File: config.mk
export PLATFORM = sky130hd
export DESIGN_NAME = sniffer_uart_tx
export DESIGN_NICKNAME = d
export VERILOG_FILES = /design/src/rtl/sniffer_uart_tx.sv
export SDC_FILE = /design/constraint.sdc
export NUM_CORES = 1
export LEC_CHECK = 0
export CAP_MARGIN = 20
export CORE_ASPECT_RATIO = 0.7
export CORE_MARGIN = 2
export CORE_UTILIZATION = 41
export CTS_CLUSTER_DIAMETER = 60
export DETAILED_ROUTE_END_ITERATION = 10
export SETUP_SLACK_MARGIN = 0.5
export SLEW_MARGIN = 20
export SYNTH_ARGS = -nofsm -noshare
export SYNTH_HDL_FRONTEND = slang
export SYNTH_SLANG_ARGS = --single-unit
File: constraint.sdc
create_clock -name clk -period 2.84 [get_ports clk]
set_clock_uncertainty 0.1 [all_clocks]
set_input_delay 0.568 -clock clk [delete_from_list [all_inputs] [get_ports clk]]
set_output_delay 0.568 -clock clk [all_outputs]
set_load 0.005 [all_outputs]
File: src/rtl/sniffer_uart_tx.sv
`default_nettype none
// ============================================================================
// Module  : sniffer_uart_tx
// Brief   : Sniffer output stage. Queues characters from the Saving stage in a
//           small FIFO and sends them on an 8N1 UART line, LSB first.
// Revision: 1.0 - initial release
// ============================================================================
module sniffer_uart_tx #(
    parameter int CLKS_PER_BIT = 868,
    parameter int FIFO_DEPTH   = 16,
    parameter int ADDR_W       = 4
) (
    input  logic       clk,
    input  logic       rst,
    input  logic       enable,
    input  logic [7:0] data_in,
    input  logic       write,
    output logic       tx,
    output logic       busy,
    output logic       empty,
    output logic       full,
    output logic       overflow
);

    localparam logic [1:0] c_st_idle  = 2'd0;
    localparam logic [1:0] c_st_start = 2'd1;
    localparam logic [1:0] c_st_data  = 2'd2;
    localparam logic [1:0] c_st_stop  = 2'd3;

    localparam int                    c_baud_w    = (CLKS_PER_BIT > 1) ? $clog2(CLKS_PER_BIT) : 1;
    localparam logic [c_baud_w-1:0]   c_baud_last = c_baud_w'(CLKS_PER_BIT - 1);
    localparam logic [ADDR_W:0]       c_depth     = (ADDR_W + 1)'(FIFO_DEPTH);

    logic [7:0]          r_mem [FIFO_DEPTH];
    logic [ADDR_W-1:0]   r_wr_ptr;
    logic [ADDR_W-1:0]   r_rd_ptr;
    logic [ADDR_W:0]     r_count;
    logic                r_overflow;

    logic [1:0]          r_state;
    logic [1:0]          w_state_next;
    logic [c_baud_w-1:0] r_baud;
    logic [c_baud_w-1:0] w_baud_next;
    logic [2:0]          r_bit;
    logic [2:0]          w_bit_next;
    logic [7:0]          r_shift;
    logic [7:0]          w_shift_next;
    logic                r_tx;
    logic                w_tx_next;
    logic                r_busy;
    logic                w_busy_next;

    logic                w_empty;
    logic                w_full;
    logic                w_pop;
    logic                w_push;
    logic                w_drop;
    logic                w_baud_done;

    assign w_empty     = (r_count == '0);
    assign w_full      = (r_count == c_depth);
    assign w_pop       = enable && (r_state == c_st_idle) && !w_empty;
    // A full FIFO still takes a write when the head leaves in the same cycle.
    assign w_push      = enable && write && (!w_full || w_pop);
    assign w_drop      = enable && write && w_full && !w_pop;
    assign w_baud_done = (r_baud == c_baud_last);

    always_ff @(posedge clk) begin
        if (w_push) begin
            r_mem[r_wr_ptr] <= data_in;
        end
    end

    always_ff @(posedge clk or posedge rst) begin
        if (rst) begin
            r_wr_ptr   <= '0;
            r_rd_ptr   <= '0;
            r_count    <= '0;
            r_overflow <= 1'b0;
        end else begin
            if (w_push) begin
                r_wr_ptr <= r_wr_ptr + 1'b1;
            end
            if (w_pop) begin
                r_rd_ptr <= r_rd_ptr + 1'b1;
            end
            case ({w_push, w_pop})
                2'b10:   r_count <= r_count + 1'b1;
                2'b01:   r_count <= r_count - 1'b1;
                default: r_count <= r_count;
            endcase
            if (w_drop) begin
                r_overflow <= 1'b1;
            end
        end
    end

    // Line level and busy follow the state one cycle late so tx comes
    // straight off a flop.
    always_comb begin
        w_state_next = r_state;
        w_baud_next  = r_baud;
        w_bit_next   = r_bit;
        w_shift_next = r_shift;
        w_tx_next    = r_tx;
        w_busy_next  = r_busy;
        if (enable) begin
            w_busy_next = (r_state != c_st_idle);
            w_baud_next = w_baud_done ? '0 : r_baud + 1'b1;
            case (r_state)
                c_st_idle: begin
                    w_tx_next   = 1'b1;
                    w_baud_next = '0;
                    if (!w_empty) begin
                        w_shift_next = r_mem[r_rd_ptr];
                        w_state_next = c_st_start;
                    end
                end
                c_st_start: begin
                    w_tx_next = 1'b0;
                    if (w_baud_done) begin
                        w_bit_next   = '0;
                        w_state_next = c_st_data;
                    end
                end
                c_st_data: begin
                    w_tx_next = r_shift[0];
                    if (w_baud_done) begin
                        w_shift_next = {1'b0, r_shift[7:1]};
                        w_bit_next   = r_bit + 1'b1;
                        if (r_bit == 3'd7) begin
                            w_state_next = c_st_stop;
                        end
                    end
                end
                c_st_stop: begin
                    w_tx_next = 1'b1;
                    if (w_baud_done) begin
                        w_state_next = c_st_idle;
                    end
                end
                default: begin
                    w_state_next = c_st_idle;
                end
            endcase
        end
    end

    always_ff @(posedge clk or posedge rst) begin
        if (rst) begin
            r_state <= c_st_idle;
            r_baud  <= '0;
            r_bit   <= '0;
            r_shift <= '0;
            r_tx    <= 1'b1;
            r_busy  <= 1'b0;
        end else begin
            r_state <= w_state_next;
            r_baud  <= w_baud_next;
            r_bit   <= w_bit_next;
            r_shift <= w_shift_next;
            r_tx    <= w_tx_next;
            r_busy  <= w_busy_next;
        end
    end

    assign tx       = r_tx;
    assign busy     = r_busy;
    assign empty    = w_empty;
    assign full     = w_full;
    assign overflow = r_overflow;

endmodule
`default_nettype wire

==> results of run 1 <==
==> cells by family after synthesis <==
| group | count (synthesis) | share of synthesized area |
|---|---|---|
| AND/OR/NAND/NOR | 97 | 0.0683 |
| adder cells (fa/ha/maj) | 16 | 0.0279 |
| flip-flops | 167 | 0.673 |
| XOR/XNOR | 15 | 0.0183 |
| multiplexers | 54 | 0.110 |
| AO/OA/AOI/OAI | 73 | 0.0718 |
| buffers and inverters | 45 | 0.0311 |
==> sequential cells by signal (all words and copies together) (netlist names) <==
| register | flops |
|---|---|
| busy | 1 |
| overflow | 1 |
| r_baud | 10 |
| r_bit | 3 |
| r_count | 5 |
| r_mem | 128 |
| r_rd_ptr | 4 |
| r_shift | 8 |
| r_state | 2 |
| r_wr_ptr | 4 |
| tx | 1 |
==> routing by layer <==
layer  global-route usage  routed length, um  share of wire
met1                0.239               7130           0.49
met2                0.245               6490           0.45
met5                    0                  0              0
met4               0.0631                263          0.018
met3               0.0373                616          0.042
==> final timing paths <==
path	from	endpoint	slack [ns]	depth (start not counted)
min in group asynchronous	rst	r_count[1]$_DFFE_PP0P_	0.46	3
worst min register to register	overflow$_DFFE_PP0P_	overflow$_DFFE_PP0P_	0.39	1
worst min-delay path	overflow$_DFFE_PP0P_	overflow$_DFFE_PP0P_	0.39	1
worst max-delay path	r_count[2]$_DFFE_PP0P_	r_count[4]$_DFFE_PP0P_	0.39	13
max in group asynchronous	rst	r_rd_ptr[0]$_DFFE_PP0P_	1.77	3
worst max register to register	r_count[2]$_DFFE_PP0P_	r_count[4]$_DFFE_PP0P_	0.39	13
==> power by group through the flow <==
stage / clock network [uW] / logic [uW] / registers, uW
3_3_place_gp: 0 / 2220 / 3370
2_1_floorplan: 0 / 1850 / 3140
6_report: 2280 / 2430 / 3320
4_1_cts: 2330 / 2350 / 3330
3_5_place_dp: 0 / 2270 / 3390
5_1_grt: 2420 / 2650 / 3380
==> cell type report <==
type                            instances  area [sq um]  area share
Tap cell                              231           289      0.0339
Inverter                               21          81.3     0.00953
Clock inverter                         14           159      0.0186
Sequential cell                       167          4830       0.566
Timing Repair Buffer                   56           477      0.0559
Multi-Input combinational cell        255          2270       0.266
Clock buffer                           18           429      0.0503
==> cells in the final DEF (no fill, tap or decap), types with 5 or more instances in the layout <==
cell type,synthesis,final
a211o_1,7,7
a21oi_1,7,6
a22oi_1,14,14
a31oi_1,6,6
and2_1,10,7
buf_4,3,38
clkbuf_16,0,17
clkdlybuf4s50_1,0,14
clkinvlp_4,0,6
dfrtp_1,38,33
edfxtp_1,128,128
ha_1,16,12
inv_1,21,14
inv_2,0,6
mux2i_1,30,30
mux4_2,19,19
nand2_1,33,31
nand2b_1,5,5
nor2_1,15,15
nor4_2,0,5
o21ai_0,12,10
o22ai_1,10,10
xnor2_1,10,10
xor2_1,5,5
==> what timing repair did <==
action                     CTS  global route
setup endpoints to repair    5            61
buffers inserted             4             6
pin swaps                    5             9
gates resized for setup      9            19
==> metrics by stage <==
stage               power [uW]  std cells  setup WS, ns  hold WS (ns)
floorplan                 4990        467         0.374         0.360
global placement          5590        720         0.104         0.354
detailed placement        5670        720        0.0501         0.376
CTS                       8020        756         0.433         0.391
global route              8450        762         0.297         0.416
finish                    8040        762         0.394         0.388
==> critical path: cells and delay by family (launching register included) <==
family,cells,cell delay [ns]
xor+xnor,2,0.27
fa+ha+maj,2,0.41
buf+inv,2,0.19
flops,1,0.44
compound gates,3,0.38
simple gates,4,0.53
==> flow_summary.json, run 1 <==
{
  "synth-seq-cells": 167,
  "ys_types": 55,
  "synth.most_common_cell": "edfxtp_1",
  "syn-num-nets": 495,
  "syn_avg_cell_area_sq_um": 15.3,
  "grt_pass1_vias": 3924,
  "async_flop_share": 0.234,
  "drc": 0,
  "dr.pass1.iters": 4,
  "row_count": 40,
  "h-tree-depth": 4,
  "layout-drive-gt1-share": 0.256,
  "syn_area_sq_um": 7160,
  "synth-seq-area-share": 0.673,
  "grt.total_usage": 0.165,
  "wire_per_inst_um": 19.0,
  "switching_share": 0.313,
  "cts_hold_buffers": 0,
  "finalSetupTns_ns": 0,
  "first_iter_violations": 384,
  "die-width_um": 162,
  "post-route-util": 0.498,
  "pwr-share-comb": 0.303,
  "synth.largest_area_cell": "edfxtp_1",
  "p_int_uw": 5520,
  "max_cap_viol_count": 0,
  "arrival_ns": 2.66,
  "p_sw_uw": 2520,
  "max_stage_delay_ns": 0.44,
  "post-dp-hpwl_mm": 9.76,
  "critPathKind": "flip-flop to flip-flop",
  "worstPathMaxFanout": 4,
  "ios": 17,
  "worstPathRequired_ns": 3.05,
  "hold_path_class": "flip-flop to flip-flop",
  "p_clk_frac": 0.284,
  "wl_mm": 14.5,
  "root_buffer": "clkbuf_16",
  "placed_area_sq_um": 7800,
  "worstSetupStartpointType": "flip-flop",
  "portBuffers": 16,
  "status": "complete, no violations",
  "synth.area.top_cells": "edfxtp_1 54%, dfrtp_1 13%, mux4_2 6.0%, mux2i_1 4.2%, ha_1 2.8%",
  "die_h_um": 115,
  "final_cell_area_sq_um": 8530,
  "fmax_mhz": 409,
  "start_util": 0.418,
  "vdd_drop_max_uv": 364,
  "max-clock-path-buffers": 2,
  "final-hold-violation-count": 0,
  "synthFlopType": "edfxtp_1",
  "period_share": 0.861,
  "cp-end-kind": "flip-flop",
  "finalSetupViolCount": 0,
  "seq_power_share": 0.413,
  "clkLatencyLatePin_ns": 0.43,
  "power_leakage_uw": 0.00311,
  "synth_enable_flop_cells": 128,
  "area_delta_synth_final_pct": 19.1,
  "rsz0062_at_grt": "true",
  "ant_nets": 0,
  "viasPerCell": 5.30,
  "overflow": 0,
  "yosysWarnings": 0,
  "grt_max_degree": 40,
  "max_slew_margin": 0.586,
  "n_antenna_cell": 0,
  "cp_slowest_cell": "dfrtp_2",
  "synth_common_cells": "128 x edfxtp_1, 38 x dfrtp_1, 33 x nand2_1",
  "grt_pass1_wl_mm": 22.3,
  "place_congestion": 0.772,
  "cts-buffers-inserted": 17,
  "p_per_area_nw_per_um2": 942,
  "fill_cells": 1433,
  "path_cells": "nor4_4 > nand2b_1 > buf_4 > nand3_4 > inv_4 > ha_4 > xor2_1 > ha_2 > a21o_1 > nand2_2 > a21oi_2 > o21bai_1 > xnor2_1",
  "num_vias": 4040,
  "clock-sinks": 167,
  "antenna_found_initial": 0,
  "nNetsFinal": 546,
  "cts.clk_slew.worst_paths_ns": 0.07,
  "synth_top_area_frac": 0.537,
  "slew_violations": 0,
  "core-area_sq_um": 17100,
  "synth_cells": 467,
  "die-area_sq_um": 18600,
  "period_minus_slack_ns": 2.45,
  "worst_slew_pin_slew_ns": 0.619,
  "cts_tree": "built"
}
No activity file was read; power rests on OpenSTA's default activity.
==> run 2: changes to the inputs <==
CELL_PAD_IN_SITES_DETAIL_PLACEMENT = 2   (was not set)
CELL_PAD_IN_SITES_GLOBAL_PLACEMENT = 2   (was not set)
CTS_CLUSTER_DIAMETER = 120   (was 60)
PLACE_DENSITY_LB_ADDON = 0.1   (was not set)
==> flow_summary.json, run 2 (synthesis gave the netlist of run 1 again) <==
{
  "setup.worst_path.end": "r_state[1]$_DFFE_PP0P_",
  "cp.depth": 8,
  "vdd_drop_max_uv": 528,
  "clock-sinks": 167,
  "rsz0062_at_grt": "true",
  "core-area_sq_um": 17100,
  "first_iter_violations": 289,
  "whs_path_depth": 1,
  "grt_max_degree": 40,
  "critPathKind": "flip-flop to flip-flop",
  "cp_slowest_cell": "dfrtp_2",
  "slew_violations": 0,
  "grt.total_usage": 0.216,
  "timing.critical_path.buf_inv": 3,
  "clkLatencyLatePin_ns": 0.44,
  "finalWorstSetupSlack_ns": 0.343,
  "dp_worst_setup_slack_ns": 0.000993,
  "ant_nets": 0,
  "holdWs_ns": 0.378,
  "top_regs": "r_mem x128, r_baud x10, r_shift x8",
  "drc": 0,
  "overflow": 0,
  "viasPerCell": 5.49,
  "worstSetupStartpointType": "flip-flop",
  "post-dp-hpwl_mm": 12.8,
  "start_util": 0.418,
  "layout-drive-gt1-share": 0.263,
  "num_vias": 4211,
  "worstPathRequired_ns": 3.06,
  "finalSetupViolCount": 0,
  "portBuffers": 16,
  "status": "complete, no violations",
  "max-clock-path-buffers": 2,
  "use_met2": 0.336,
  "max_cap_viol_count": 0,
  "die_h_um": 115,
  "largest-register": "r_mem",
  "placed_area_sq_um": 7800,
  "cp_top_family": "compound AO/OA/AOI/OAI gates",
  "period_share": 0.879,
  "antenna_found_initial": 0,
  "grt.met3_usage": 0.0489,
  "final_cell_area_sq_um": 8570,
  "final-hold-violation-count": 0,
  "worstPathMaxFanout": 4,
  "place_congestion": 0.779,
  "wl_mm": 18.7,
  "met1_usage": 0.311,
  "max_stage_delay_ns": 0.45,
  "largest_reg_flops": 128,
  "p_per_area_nw_per_um2": 976,
  "cts.clk_slew.worst_paths_ns": 0.08,
  "power_leakage_uw": 0.00316,
  "max_slew_margin": 0.468,
  "post-route-util": 0.501,
  "row_count": 40,
  "reg2reg_depth": 8,
  "fmax_mhz": 401,
  "worst_slew_pin_slew_ns": 0.796,
  "grt_pass1_wl_mm": 28.9,
  "cts_tree": "built",
  "cp_common_cell": "buf_4",
  "dr.pass1.iters": 4,
  "path_cells": "buf_4 > buf_4 > buf_4 > or4_4 > o31ai_2 > o21bai_2 > a21oi_1 > mux2_1",
  "arrival_ns": 2.71,
  "r2r_end": "r_state[1]$_DFFE_PP0P_",
  "die-width_um": 162,
  "crit_start": "r_count[2]$_DFFE_PP0P_",
  "ios": 17,
  "period_minus_slack_ns": 2.50,
  "fill_cells": 1587,
  "busiest_layer": "met2",
  "h-tree-depth": 4,
  "r2r-start": "r_count[2]$_DFFE_PP0P_",
  "wire_per_inst_um": 24.4,
  "root_buffer": "clkbuf_16",
  "layout_commonest_cell": "edfxtp_1",
  "grt_pass1_vias": 4574,
  "die-area_sq_um": 18600,
  "mostFrequentLayoutCells": "128 x edfxtp_1, 41 x buf_4, 33 x dfrtp_1, 32 x nand2_1, 30 x mux2i_1",
  "area_delta_synth_final_pct": 19.7,
  "finalSetupTns_ns": 0,
  "hold_path_class": "flip-flop to flip-flop",
  "cts-buffers-inserted": 17,
  "cp-end-kind": "flip-flop",
  "n_antenna_cell": 0,
  "nNetsFinal": 551,
  "r2r_slack_ns": 0.34
}
## run 2: cell types whose count changed in the layout (fill, tap and decap cells not counted), moves of 3 or more
cell and change:
buf_4 +3, clkinvlp_4 -5, inv_6 +9, clkinv_2 -3
## run 2: layout make-up
class | instances | area [sq um] | area share
Clock buffer | 17 | 425 | 0.0496
Clock inverter | 15 | 156 | 0.0182
Inverter | 21 | 78.8 | 0.00920
Multi-Input combinational cell | 255 | 2260 | 0.264
Sequential cell | 167 | 4830 | 0.563
Tap cell | 231 | 289 | 0.0337
Timing Repair Buffer | 61 | 533 | 0.0622
## run 2: layer usage
metal,part of all wire,wire length [um]
met1,0.49,9220
met4,0.0096,179
met3,0.032,599
met5,0,0
met2,0.47,8730
## run 2: what timing repair did
action | 4_1_cts | 5_1_grt
hold buffers | 0 | 0
buffers inserted | 8 | 8
gates resized for setup | 17 | 13
endpoints found under the setup margin | 49 | 46
pin swaps | 10 | 7
## run 2: worst min-delay path by stage
stage,start,to,slack (ns)
floorplan,overflow$_DFFE_PP0P_,overflow$_DFFE_PP0P_,0.36
global placement,overflow$_DFFE_PP0P_,overflow$_DFFE_PP0P_,0.36
detailed placement,overflow$_DFFE_PP0P_,overflow$_DFFE_PP0P_,0.36
CTS,overflow$_DFFE_PP0P_,overflow$_DFFE_PP0P_,0.38
global route,overflow$_DFFE_PP0P_,overflow$_DFFE_PP0P_,0.41
finish,overflow$_DFFE_PP0P_,overflow$_DFFE_PP0P_,0.38
## run 2: stage by stage
step | instances | power (uW)
floorplan | 467 | 4990
global placement | 719 | 5730
detailed placement | 719 | 5870
CTS | 759 | 8330
global route | 767 | 8790
finish | 767 | 8370
## run 2: where the power goes
| group | switching [uW] | internal (uW) |
|---|---|---|
| logic | 1450 | 1280 |
| registers | 367 | 2950 |
| clock network | 1080 | 1250 |
## run 2: worst reg2reg max path, stage by stage, from the launching register on
cell and delay (ns):
dfrtp_2 0.45, buf_4 0.15, buf_4 0.13, buf_4 0.15
or4_4 0.42, o31ai_2 0.36, o21bai_2 0.21, a21oi_1 0.09
mux2_1 0.33
==> run 3: changes to the inputs <==
TNS_END_PERCENT = 1   (was not set)
==> flow_summary.json, run 3 (synthesis gave the netlist of run 1 again) <==
{
  "status": "complete, no violations",
  "p_sw_uw": 2790,
  "largest_reg_flops": 128,
  "final-hold-violation-count": 0,
  "period_share": 0.894,
  "vdd_drop_max_uv": 436,
  "seq_power_share": 0.399,
  "rsz0062_at_grt": "true",
  "num_vias": 4179,
  "slew_violations": 0,
  "worstPathRequired_ns": 2.17,
  "ios": 17,
  "die-width_um": 162,
  "largest-register": "r_mem",
  "p_per_area_nw_per_um2": 979,
  "p_int_uw": 5520,
  "max_slew_margin": 0.426,
  "layout_commonest_cell": "edfxtp_1",
  "fmax_mhz": 394,
  "post-dp-hpwl_mm": 12.9,
  "die_h_um": 115,
  "dr.pass1.iters": 5,
  "finalSetupViolCount": 0,
  "start_util": 0.418,
  "core-area_sq_um": 17100,
  "mostFrequentLayoutCells": "128 x edfxtp_1, 35 x buf_4, 33 x dfrtp_1, 32 x nand2_1, 30 x mux2i_1",
  "wire_per_inst_um": 24.9,
  "final_cells": 758,
  "p_clk_frac": 0.288,
  "nNetsFinal": 542,
  "switching_share": 0.335,
  "power_leakage_uw": 0.00311,
  "n_antenna_cell": 0,
  "worst_slew_pin_slew_ns": 0.860,
  "cts_tree": "built",
  "place_congestion": 0.763,
  "finalSetupTns_ns": 0,
  "cts.clk_slew.worst_paths_ns": 0.07,
  "first_iter_violations": 271,
  "clock-sinks": 167,
  "drc": 0,
  "overflow": 0,
  "worstSetupStartpointType": "flip-flop",
  "cts-buffers-inserted": 17,
  "grt_max_degree": 40,
  "clkLatencyLatePin_ns": 0.43,
  "cts_hold_buffers": 0,
  "h-tree-depth": 4,
  "dpl.cell_count": 720,
  "period_minus_slack_ns": 2.54,
  "area_delta_synth_final_pct": 18.5,
  "root_buffer": "clkbuf_16",
  "ant_nets": 0,
  "top_regs": "r_mem x128, r_baud x10, r_shift x8",
  "grt_pass1_wl_mm": 29.1,
  "holdWs_ns": 0.369,
  "antenna_found_initial": 0,
  "max_cap_viol_count": 0,
  "pwr-share-comb": 0.314,
  "grt.total_usage": 0.220,
  "hold_path_class": "flip-flop to flip-flop",
  "arrival_ns": 1.87,
  "portBuffers": 16,
  "viasPerCell": 5.51,
  "worstPathMaxFanout": 2,
  "grt_pass1_vias": 4631,
  "layout-drive-gt1-share": 0.235,
  "max-clock-path-buffers": 2,
  "row_count": 40,
  "wl_mm": 18.9,
  "die-area_sq_um": 18600,
  "critPathKind": "flip-flop to output pin",
  "cp-end-kind": "output pin"
}
[run 3: final timing paths]
check | start | end | slack (ns) | cells past startpoint
worst max register to register | r_state[0]$_DFFE_PP0P_ | r_mem[6][1]$_DFFE_PP_ | 0.32 | 8
worst min-delay path | overflow$_DFFE_PP0P_ | overflow$_DFFE_PP0P_ | 0.37 | 1
worst min register to register | overflow$_DFFE_PP0P_ | overflow$_DFFE_PP0P_ | 0.37 | 1
min in group asynchronous | rst | r_rd_ptr[1]$_DFFE_PP0P_ | 0.47 | 3
max in group asynchronous | rst | r_rd_ptr[0]$_DFFE_PP0P_ | 1.76 | 3
worst max-delay path | r_count[0]$_DFFE_PP0P_ | empty | 0.30 | 4
[run 3: timing repair]
item                       4_1_cts  5_1_grt
resized for setup                4       10
setup endpoints to repair       38       54
buffers inserted                 3        3
pin swaps                        2        6
[run 3: final cells by class]
class / count / area (sq um)
Clock inverter: 14 / 174
Sequential cell: 167 / 4830
Multi-Input combinational cell: 255 / 2250
Timing Repair Buffer: 52 / 442
Inverter: 21 / 81.3
Tap cell: 231 / 289
Fill cell: 1589 / 8630
Clock buffer: 18 / 429
[run 3: power by group through the flow]
stage,Sequential [uW],Clock [uW],Combinational [uW]
2_1_floorplan,3140,0,1850
3_3_place_gp,3350,0,2370
3_5_place_dp,3380,0,2470
4_1_cts,3310,2440,2560
5_1_grt,3360,2540,2850
6_report,3310,2390,2610
[run 3: stage by stage]
| step | power [uW] | instance area [sq um] | worst slack (ns) | util |
|---|---|---|---|---|
| floorplan | 4990 | 7260 | 0.374 | - |
| global placement | 5720 | 7800 | 0.119 | 0.456 |
| detailed placement | 5850 | 7800 | 0.00882 | 0.456 |
| CTS | 8310 | 8430 | 0.290 | 0.493 |
| global route | 8750 | 8490 | 0.113 | 0.496 |
| finish | 8310 | 8490 | 0.302 | 0.496 |
[run 3: critical path: stages (launching register included)]
cell and delay, ns:
dfrtp_2 0.43, nor4_4 0.30, nand2b_1 0.13, inv_1 0.07, clkdlybuf4s50_1 0.50
[run 3: metal layers]
metal | GRT usage | share of wire | up-vias
met4 | 0.0549 | 0.0060 | 0
met5 | 0 | 0 | -
li1 | - | - | 1865
met3 | 0.0453 | 0.045 | 9
met1 | 0.317 | 0.46 | 2232
met2 | 0.347 | 0.49 | 73
